[src/rtl/cia_sp_peer_if.sv]
// ---------------------------------------------------------------------------
// cia_sp_peer_if
// Byte-level host side of the serial-port peer.
//   tx_data/tx_valid/tx_ready : byte to shift out towards the SoC (valid/ready)
//   rx_data/rx_valid/rx_ack   : last byte received from the SoC (sticky valid)
//   rx_overrun/rx_ovr_clr     : sticky overrun flag and its clear strobe
// master = host logic driving the peer, slave = the peer itself.
// ---------------------------------------------------------------------------
interface cia_sp_peer_if;
   logic [7:0] tx_data;
   logic       tx_valid;
   logic       tx_ready;
   logic [7:0] rx_data;
   logic       rx_valid;
   logic       rx_ack;
   logic       rx_overrun;
   logic       rx_ovr_clr;

   modport master (
      output tx_data, tx_valid, rx_ack, rx_ovr_clr,
      input  tx_ready, rx_data, rx_valid, rx_overrun
   );

   modport slave (
      input  tx_data, tx_valid, rx_ack, rx_ovr_clr,
      output tx_ready, rx_data, rx_valid, rx_overrun
   );
endinterface

[src/rtl/cia_sp_peer.sv]
// ---------------------------------------------------------------------------
// cia_sp_peer
// Off-chip partner for a 6526-style serial port (the far end of SP/CNT).
// Transmits bytes into the SoC generating CNT itself, and receives bytes the
// SoC shifts out. MSB first, data sampled on CNT rising edges, full duplex.
// Ports:
//   clk, reset_n      : system clock, asynchronous active-low reset
//   cnt_in, sp_in     : CNT / data from the SoC (asynchronous)
//   cnt_out, sp_out   : generated CNT / data towards the SoC
//   host              : byte-level TX valid/ready and RX sticky valid/ack
// Parameters:
//   CNT_DIV    : clk cycles per CNT half-period when transmitting (2..255)
//   RX_TIMEOUT : idle clk cycles mid-byte before a partial byte is dropped
// ---------------------------------------------------------------------------
module cia_sp_peer #(
   parameter int CNT_DIV    = 8,
   parameter int RX_TIMEOUT = 1024
) (
   input  logic         clk,
   input  logic         reset_n,
   input  logic         cnt_in,
   input  logic         sp_in,
   output logic         cnt_out,
   output logic         sp_out,
   cia_sp_peer_if.slave host
);

   localparam logic [7:0]        DIV_LAST  = 8'(CNT_DIV - 1);
   localparam int                IDLE_W    = $clog2(RX_TIMEOUT + 1);
   localparam logic [IDLE_W-1:0] IDLE_LAST = IDLE_W'(RX_TIMEOUT - 1);

   // ------------------------------------------------------------------
   // Transmitter
   // ------------------------------------------------------------------
   typedef enum logic [1:0] {TX_IDLE, TX_LOW, TX_HIGH, TX_GAP} tx_state_t;

   tx_state_t  tx_state, tx_state_nxt;
   logic [7:0] tx_timer, tx_timer_nxt;
   logic [7:0] tx_shift, tx_shift_nxt;
   logic [2:0] tx_bits,  tx_bits_nxt;
   logic       cnt_nxt,  sp_nxt;
   logic       period_done;

   always_ff @(posedge clk or negedge reset_n) begin
      if (!reset_n) begin
         tx_state <= TX_IDLE;
         tx_timer <= '0;
         tx_shift <= '0;
         tx_bits  <= '0;
         cnt_out  <= 1'b1;
         sp_out   <= 1'b1;
      end else begin
         tx_state <= tx_state_nxt;
         tx_timer <= tx_timer_nxt;
         tx_shift <= tx_shift_nxt;
         tx_bits  <= tx_bits_nxt;
         cnt_out  <= cnt_nxt;
         sp_out   <= sp_nxt;
      end
   end

   assign period_done   = (tx_timer == DIV_LAST);
   assign host.tx_ready = (tx_state == TX_IDLE);

   // cnt_out/sp_out are registered, so each state sets them for the state
   // being entered; the LOW->HIGH transition is the SoC's sample point.
   always_comb begin
      tx_state_nxt = tx_state;
      tx_timer_nxt = tx_timer;
      tx_shift_nxt = tx_shift;
      tx_bits_nxt  = tx_bits;
      cnt_nxt      = cnt_out;
      sp_nxt       = sp_out;
      unique case (tx_state)
         TX_IDLE: begin
            cnt_nxt = 1'b1;
            sp_nxt  = 1'b1;
            if (host.tx_valid) begin
               tx_state_nxt = TX_LOW;
               tx_timer_nxt = '0;
               tx_shift_nxt = host.tx_data;
               tx_bits_nxt  = '0;
               cnt_nxt      = 1'b0;
               sp_nxt       = host.tx_data[7];
            end
         end
         TX_LOW: begin
            if (period_done) begin
               tx_state_nxt = TX_HIGH;
               tx_timer_nxt = '0;
               cnt_nxt      = 1'b1;
            end else begin
               tx_timer_nxt = tx_timer + 8'd1;
            end
         end
         TX_HIGH: begin
            if (period_done) begin
               tx_timer_nxt = '0;
               tx_shift_nxt = {tx_shift[6:0], 1'b0};
               if (tx_bits == 3'd7) begin
                  tx_state_nxt = TX_GAP;
                  tx_bits_nxt  = '0;
                  sp_nxt       = 1'b1;
               end else begin
                  tx_state_nxt = TX_LOW;
                  tx_bits_nxt  = tx_bits + 3'd1;
                  cnt_nxt      = 1'b0;
                  sp_nxt       = tx_shift[6];
               end
            end else begin
               tx_timer_nxt = tx_timer + 8'd1;
            end
         end
         TX_GAP: begin
            if (period_done) begin
               tx_state_nxt = TX_IDLE;
               tx_timer_nxt = '0;
            end else begin
               tx_timer_nxt = tx_timer + 8'd1;
            end
         end
         default: begin
            tx_state_nxt = TX_IDLE;
            tx_timer_nxt = '0;
            cnt_nxt      = 1'b1;
            sp_nxt       = 1'b1;
         end
      endcase
   end

   // ------------------------------------------------------------------
   // Receiver
   // ------------------------------------------------------------------
   logic [2:0]        cnt_sync;
   logic [1:0]        sp_sync;
   logic [7:0]        rx_shift;
   logic [3:0]        rx_bits;
   logic [IDLE_W-1:0] rx_idle;
   logic              cnt_rise;
   logic              byte_done;
   logic              rx_timeout;
   logic              new_overrun;

   // Preset to 1 so an idle-high line never looks like an edge after reset.
   // sp has the same depth as the cnt stage used for the edge, keeping the
   // two aligned when the SoC changes them close together.
   always_ff @(posedge clk or negedge reset_n) begin
      if (!reset_n) begin
         cnt_sync <= 3'b111;
         sp_sync  <= 2'b11;
      end else begin
         cnt_sync <= {cnt_sync[1:0], cnt_in};
         sp_sync  <= {sp_sync[0], sp_in};
      end
   end

   assign cnt_rise    = cnt_sync[1] & ~cnt_sync[2];
   assign byte_done   = (rx_bits == 4'd8);
   assign rx_timeout  = (rx_bits != 4'd0) && !byte_done && !cnt_rise &&
                        (rx_idle == IDLE_LAST);
   assign new_overrun = byte_done & host.rx_valid & ~host.rx_ack;

   always_ff @(posedge clk or negedge reset_n) begin
      if (!reset_n) begin
         rx_shift <= '0;
         rx_bits  <= '0;
      end else if (byte_done) begin
         rx_bits  <= '0;
      end else if (cnt_rise) begin
         rx_shift <= {rx_shift[6:0], sp_sync[1]};
         rx_bits  <= rx_bits + 4'd1;
      end else if (rx_timeout) begin
         rx_bits  <= '0;
      end
   end

   // Idle counter only runs while a byte is partially assembled.
   always_ff @(posedge clk or negedge reset_n) begin
      if (!reset_n) begin
         rx_idle <= '0;
      end else if (rx_bits == 4'd0 || byte_done || cnt_rise || rx_timeout) begin
         rx_idle <= '0;
      end else begin
         rx_idle <= rx_idle + 1'b1;
      end
   end

   // A completing byte beats a same-cycle ack, and a new overrun beats a
   // same-cycle clear.
   always_ff @(posedge clk or negedge reset_n) begin
      if (!reset_n) begin
         host.rx_data    <= '0;
         host.rx_valid   <= 1'b0;
         host.rx_overrun <= 1'b0;
      end else begin
         if (byte_done) begin
            host.rx_data <= rx_shift;
         end
         host.rx_valid   <= byte_done | (host.rx_valid & ~host.rx_ack);
         host.rx_overrun <= new_overrun | (host.rx_overrun & ~host.rx_ovr_clr);
      end
   end

endmodule

[src/flat_wrapper.sv]
// flat-port wrapper written by rule: the top's interface ports become plain ports
module cia_sp_peer_flat 
#(
   parameter int CNT_DIV    = 8,
   parameter int RX_TIMEOUT = 1024
)
  (clk, reset_n, cnt_in, sp_in, cnt_out, sp_out, host_tx_data, host_tx_valid, host_rx_ack, host_rx_ovr_clr, host_tx_ready, host_rx_data, host_rx_valid, host_rx_overrun);
  cia_sp_peer_if host_i ();
  input  logic clk;
  input  logic reset_n;
  input  logic cnt_in;
  input  logic sp_in;
  output logic cnt_out;
  output logic sp_out;
  input wire logic [$bits(host_i.tx_data)-1:0] host_tx_data;
  input wire logic [$bits(host_i.tx_valid)-1:0] host_tx_valid;
  input wire logic [$bits(host_i.rx_ack)-1:0] host_rx_ack;
  input wire logic [$bits(host_i.rx_ovr_clr)-1:0] host_rx_ovr_clr;
  output wire logic [$bits(host_i.tx_ready)-1:0] host_tx_ready;
  output wire logic [$bits(host_i.rx_data)-1:0] host_rx_data;
  output wire logic [$bits(host_i.rx_valid)-1:0] host_rx_valid;
  output wire logic [$bits(host_i.rx_overrun)-1:0] host_rx_overrun;
  assign host_i.tx_data = host_tx_data;
  assign host_i.tx_valid = host_tx_valid;
  assign host_i.rx_ack = host_rx_ack;
  assign host_i.rx_ovr_clr = host_rx_ovr_clr;
  assign host_tx_ready = host_i.tx_ready;
  assign host_rx_data = host_i.rx_data;
  assign host_rx_valid = host_i.rx_valid;
  assign host_rx_overrun = host_i.rx_overrun;
  cia_sp_peer #(.CNT_DIV(CNT_DIV), .RX_TIMEOUT(RX_TIMEOUT)) u_core (.clk(clk), .reset_n(reset_n), .cnt_in(cnt_in), .sp_in(sp_in), .cnt_out(cnt_out), .sp_out(sp_out), .host(host_i));
endmodule
[config.mk]
export PLATFORM = sky130hd
export DESIGN_NAME = cia_sp_peer_flat
export DESIGN_NICKNAME = d
export VERILOG_FILES = /design/src/rtl/cia_sp_peer_if.sv /design/src/rtl/cia_sp_peer.sv /design/src/flat_wrapper.sv
export SDC_FILE = /design/constraint.sdc
export NUM_CORES = 1
export LEC_CHECK = 0
export CORE_AREA = 2 2 75 77
export DETAILED_ROUTE_END_ITERATION = 6
export DIE_AREA = 0 0 77 79
export GPL_TIMING_DRIVEN = 0
export PLACE_DENSITY = 0.81
export SLEW_MARGIN = 20
export SYNTH_ARGS = -nofsm -noshare
export SYNTH_HDL_FRONTEND = slang
export SYNTH_SLANG_ARGS = --single-unit
[constraint.sdc]
create_clock -name clk -period 2.46 [get_ports clk]
set_input_delay 0.246 -clock clk [delete_from_list [all_inputs] [get_ports clk]]
set_output_delay 0.246 -clock clk [all_outputs]
set_load 0.01 [all_outputs]
### Word-level counts from Yosys, hierarchy flattened

Cells that the tools add are included.

* flip-flop bits (word level): 60
* input port bits: 15
* output and inout bits: 13
* logic and storage cells: 90

* add/subtract/negate cells: 4
* eq/ne operators: 12
* muxes and demuxes: 29
* bitwise operators: 11
* reduce and logical (&&, ||, !) cells: 20

Operator list (count)
* $mux W8: 2
* $pmux W8 S2: 1
* $mux W7: 2
* $pmux W7 S2: 1
* $mux W4: 3
* $add A11 B1 Y11 const B: 1
* $eq A11 B10 Y1 const B: 1
* $mux W11: 1
* $mux W2: 5
* $mux W3: 3
* $add A8 B1 Y8 const B: 1
* $eq A8 B3 Y1 const B: 1
* $pmux W2 S4: 1
* $reduce_and A4 Y1: 2
* $mux W1: 7
* $ne A2 B1 Y1 const B: 3
* $pmux W3 S2: 1
* $reduce_bool A3 Y1: 2
* $and A1 B1 Y1: 5
* $add A4 B1 Y4 const B: 1
* $eq A2 B2 Y1 const B: 2
* $eq A4 B4 Y1 const B: 1
* $logic_not A4 Y1: 1
* $ne A2 B2 Y1 const B: 2
* other kinds (16): 26

### Logic depth before layout (Yosys ltp)

* word-level depth: 8
* mapped depth: 7
* gate-level depth less buffers: 6

### Worst setup path after synthesis

Ideal clock, no wire load.

* kind: flip-flop to flip-flop
* start point: reg u_core.tx_state[0]
* end point: reg u_core.tx_bits[0]
* setup time: 128 ps
* arrival time: 1669 ps
* required time: 2332 ps
* path slack: 664 ps
* stages on the path, launching flop included: 8
* path buffers: 1
* period minus slack after synthesis: 1796 ps
* cells stage by stage: dfrtp_1 > inv_1 > ha_1 > nand2b_1 > o21ai_0 > a21o_1 > buf_2 > mux2_1

* cells in the longest elaborated chain, start to end: 3
* elaborated cells between the ends (all ways): 7
* classes of those cells: eq/ne: 3; mux: 1; reduce/logical: 3

RTL lines
* from (decl): line cia_sp_peer.sv:37 `tx_state_t tx_state, tx_state_nxt;`
* from (signal assigned): line cia_sp_peer.sv:53 `tx_state <= tx_state_nxt;`
* $logic_not A2 Y1 (*)
* via host_tx_ready: line flat_wrapper.sv:19 `output wire logic [$bits(host_i.tx_ready)-1:0] host_tx_ready;`
* $ne A2 B2 Y1 (no line) / $reduce_bool A2 Y1 (equally long branches)
* $reduce_and A3 Y1 (no line)
* to (signal assigned): line cia_sp_peer.sv:56 `tx_bits <= tx_bits_nxt;`
* to (decl): line cia_sp_peer.sv:40 `logic [2:0] tx_bits, tx_bits_nxt;`

The timed path passes the listed nets; every way through them passes the cells marked *.
A chain may end at the register's enable or synchronous reset.

### Worst setup path after layout

* start point: reg u_core.tx_state[1]
* end point: out host_tx_ready

* cells in the longest elaborated chain, start to end: 1

RTL lines
* $logic_not A2 Y1: line cia_sp_peer.sv:63 `assign host.tx_ready = (tx_state == TX_IDLE);`
* to (decl): line flat_wrapper.sv:19

No other way between the ends.

==> impl_table.tex <==
\begin{tabular}{lr}
\hline
Metric & Value \\
\hline
\multicolumn{2}{l}{\textbf{Status}} \\
Result of the run & finished, final reports clean \\
\multicolumn{2}{l}{\textbf{Timing}} \\
Final min period & 2.03 ns \\
Total Neg Setup Slack & 0 ns \\
Final clock period utilization by the worst path & 82.7\% \\
Worst clock skew on the final layout & 0.00974 ns \\
Final-report setup violation count & 0 \\
Final Hold Vio Count & 0 \\
Slew margin rel. & 70.1\% \\
Setup repair after global routing missed its margin & no \\
Worst hold slack & 0.320 ns \\
Max frequency & 492 MHz \\
Transition time at the pin with the least slew margin & 0.448 ns \\
Max-slew violation total from the final report & 0 \\
\multicolumn{2}{l}{\textbf{Floorplan}} \\
Floorplan die height & 79 um \\
FP Rows & 27 \\
Top-Level Pins & 28 \\
Die Footprint & 6080 um2 \\
Starting density of the core & 52.9\% \\
Core Footprint & 5340 um2 \\
Die Width & 77 um \\
\multicolumn{2}{l}{\textbf{Global routing}} \\
Via count of the first global-routing pass & 2028 \\
Met2 global-route usage & 31.9\% \\
GRT met3 Usage & 5.34\% \\
Largest net degree at the start of global routing & 61 \\
Most Crowded Layer GR & met2 \\
Met1 usage in global routing & 22.5\% \\
GR Overflow Total & 0 \\
Antenna violations before repair & 0 \\
Wire length of the first global-routing pass & 8940 um \\
Overall global routing resource usage & 18.6\% \\
\multicolumn{2}{l}{\textbf{Drt}} \\
Average routed wire per standard cell & 14.1 um \\
DRC violation count after routing & 0 \\
Number of DRC markers in iteration 0 & 112 \\
Antenna Nets Post-Route & 0 \\
First-pass DRT Iterations & 4 \\
Via Count & 1934 \\
Average via count per standard cell & 5.45 \\
Total length of routed wires & 5010 um \\
\multicolumn{2}{l}{\textbf{Pwr}} \\
Total power per unit cell area & 1150 nW/um2 \\
Worst IR Drop VDD & 0.693 mV \\
Standby leakage power & 1.54 nW \\
Total power & 4.00 mW \\
\multicolumn{2}{l}{\textbf{Logic synthesis}} \\
Synthesized area & 2830 um2 \\
Number of synthesized register bits & 60 \\
Number of different library cells in the post-synthesis netlist & 45 \\
Synthesized instance count & 238 \\
Largest cells by area after synthesis & sky130\_fd\_sc\_hd\_\_dfrtp\_1, sky130\_fd\_sc\_hd\_\_mux2\_1, sky130\_fd\_sc\_hd\_\_mux2\_2 \\
Sequential fraction of the synthesis area & 53.5\% \\
Nets in the synthesized netlist & 263 \\
Dominant synthesized flop cell & sky130\_fd\_sc\_hd\_\_dfrtp\_1 \\
Number of flops mapped to enable cells by yosys & 0 \\
Post-synth top area share & 46.9\% \\
Mean area per synthesized cell & 11.9 um2 \\
Share of flip-flops with an asynchronous set or reset & 100\% \\
Most area-hungry cell type in the Yosys netlist & sky130\_fd\_sc\_hd\_\_dfrtp\_1 \\
Ys Warns & 0 \\
\multicolumn{2}{l}{\textbf{Final layout}} \\
Fill cell count & 436 \\
Area growth syn-to-layout & 23.5\% \\
Fraction of final layout cells sized beyond drive strength 1 & 18.4\% \\
Layout Nets & 303 \\
Number of standard cells in the final layout excluding fillers & 355 \\
Area of the multi-input gates & 1240 um2 \\
Diode count & 0 \\
Reg area & 1510 um2 \\
\multicolumn{2}{l}{\textbf{Place}} \\
Cell count after placement & 338 \\
Number of input and output port buffers inserted & 27 \\
Routability cong. & 0.824 \\
Post-detail-place hpwl & 3380 um \\
\multicolumn{2}{l}{\textbf{Critical path}} \\
Data required time of the critical path & 2.21 ns \\
Kind of end point of the critical path & output port \\
Data arrival at the endpoint of the critical path & 1.79 ns \\
Worst setup path class & register to output port \\
CP Launch Point & u\_core.tx\_state[1] \\
RR Startpoint & u\_core.tx\_state[1] \\
CP Launch Type & register \\
Biggest fanout along the worst timing path & 8 \\
\multicolumn{2}{l}{\textbf{CTS}} \\
Num CTS Buffers & 9 \\
Clk Latency, worst-skew pair & 0.34 ns \\
Buffer type at the clock tree root & sky130\_fd\_sc\_hd\_\_clkbuf\_8 \\
Clock transition at the registers of the reported paths & 0.06 ns \\
TritonCTS clock tree & done \\
Max clock buf depth & 2 \\
Level count of the clock H-tree & 3 \\
Total number of clock tree sinks & 60 \\
Postcts setup bufs & 0 \\
\multicolumn{2}{l}{\textbf{Hold path}} \\
Hold path startpoint & cnt\_in \\
Tightest Hold Check Type & input port to register \\
\multicolumn{2}{l}{\textbf{Flow run}} \\
Number of max-cap violations & 0 \\
\hline
\end{tabular}
## logic make-up after synthesis
kind of cell / synth area share [%]
AOI/OAI and AO/OA: 7.57
xor gates and xnor gates: 2.79
adders and majority gates: 4.43
buffers and inverters: 2.61
DFF: 53.5
muxes: 14.3
and+or+nand+nor: 14.9
## flip-flops by register name, indices dropped and copies added (netlist names)
name and cells:
u_core.host.rx_valid 1, u_core.host.rx_data 8, u_core.tx_state 2, u_core.tx_bits 3, u_core.sp_out 1, u_core.tx_timer 8
u_core.rx_bits 4, u_core.tx_shift 7, u_core.rx_shift 8, u_core.sp_sync 2, u_core.cnt_out 1, u_core.cnt_sync 3
u_core.host.rx_overrun 1, u_core.rx_idle 11
## cell type report
type / count / share of cell area, %
plain buffers: 7 / 1.36
clock buffers: 13 / 5.13
clock inverters: 3 / 2.58
inverters: 7 / 0.753
multi-input cells: 164 / 35.6
flip-flops and latches: 60 / 43.3
well taps: 72 / 2.58
repair buffers: 29 / 8.75
## cell usage after synthesis (all sizes together), types with 2 or more instances
library cell and n:
nand2b 6, dfstp 7, and3 3, nor2b 3, buf 4, nand3 13, inv 7, o21ai 9
mux2i 2, a22o 3, nor2 13, clkbuf 3, ha 10, nor3b 2, a21oi 8, or3 4
a41oi 2, xor2 2, nor3 5, dfrtp 53, nand4 2, nand3b 2, mux2 34, nand2 16
a31oi 6, xnor2 7
## metrics by stage
stage | setup slack, ns | util, % | cell area (um2)
finish | 0.426 | 65.4 | 3490
global route | 0.168 | 65.4 | 3490
CTS | 0.406 | 65.4 | 3490
detailed placement | 0.429 | 60.2 | 3210
global placement | -0.692 | 59.7 | 3190
floorplan | 0.664 | - | 2830
## per-layer routing
metal / wire (um) / share of wire (%) / vias to the layer above
met2: 2520 / 50 / 28
li1: - / - / 932
met3: 177 / 3.5 / 10
met5: 0 / 0 / -
met1: 2250 / 45 / 964
met4: 72 / 1.4 / 0
## report_power, final
group          internal [mW]  total, mW  switching, mW
clock network          0.784       1.16          0.380
logic                  0.699       1.33          0.633
registers               1.30       1.50          0.203
## worst max-delay path, cell delays in order (launching register included)
cell	delay, ns
sky130_fd_sc_hd__dfrtp_1	0.43
sky130_fd_sc_hd__inv_1	0.11
sky130_fd_sc_hd__ha_1	0.32
sky130_fd_sc_hd__clkdlybuf4s50_1	0.60
## placed cells by master (no fill, tap or decap), types with 7 or more instances in the layout
cell | Yosys | layout
sky130_fd_sc_hd__clkbuf_8 | 0 | 13
sky130_fd_sc_hd__clkdlybuf4s50_1 | 0 | 26
sky130_fd_sc_hd__dfrtp_1 | 53 | 53
sky130_fd_sc_hd__dfstp_2 | 7 | 7
sky130_fd_sc_hd__ha_1 | 10 | 10
sky130_fd_sc_hd__inv_1 | 7 | 7
sky130_fd_sc_hd__mux2_1 | 17 | 17
sky130_fd_sc_hd__mux2_2 | 17 | 17
sky130_fd_sc_hd__nand2_1 | 15 | 15
sky130_fd_sc_hd__nand3_1 | 13 | 13
sky130_fd_sc_hd__nor2_1 | 13 | 13
sky130_fd_sc_hd__xnor2_1 | 7 | 7
## worst paths after layout
| kind | to | slack (ns) | cells after the start |
|---|---|---|---|
| setup / recovery | host_tx_ready | 0.43 | 3 |
| hold / removal | u_core.cnt_sync[0] | 0.32 | 1 |
| setup reg to reg | u_core.tx_shift[0] | 0.43 | 7 |
| hold reg to reg | u_core.sp_sync[1] | 0.36 | 0 |
| max in group asynchronous | u_core.sp_sync[0] | 1.69 | 3 |
| min in group asynchronous | u_core.host.rx_data[7] | 0.45 | 3 |
## what timing repair did
item                                    in CTS  in global routing
endpoints found under the hold margin       53                  0
gates resized for setup                      0                  0
hold buffers                                 1                  0
endpoints found under the setup margin       0                  0
Note: power is estimated with default switching activity, not from simulation.
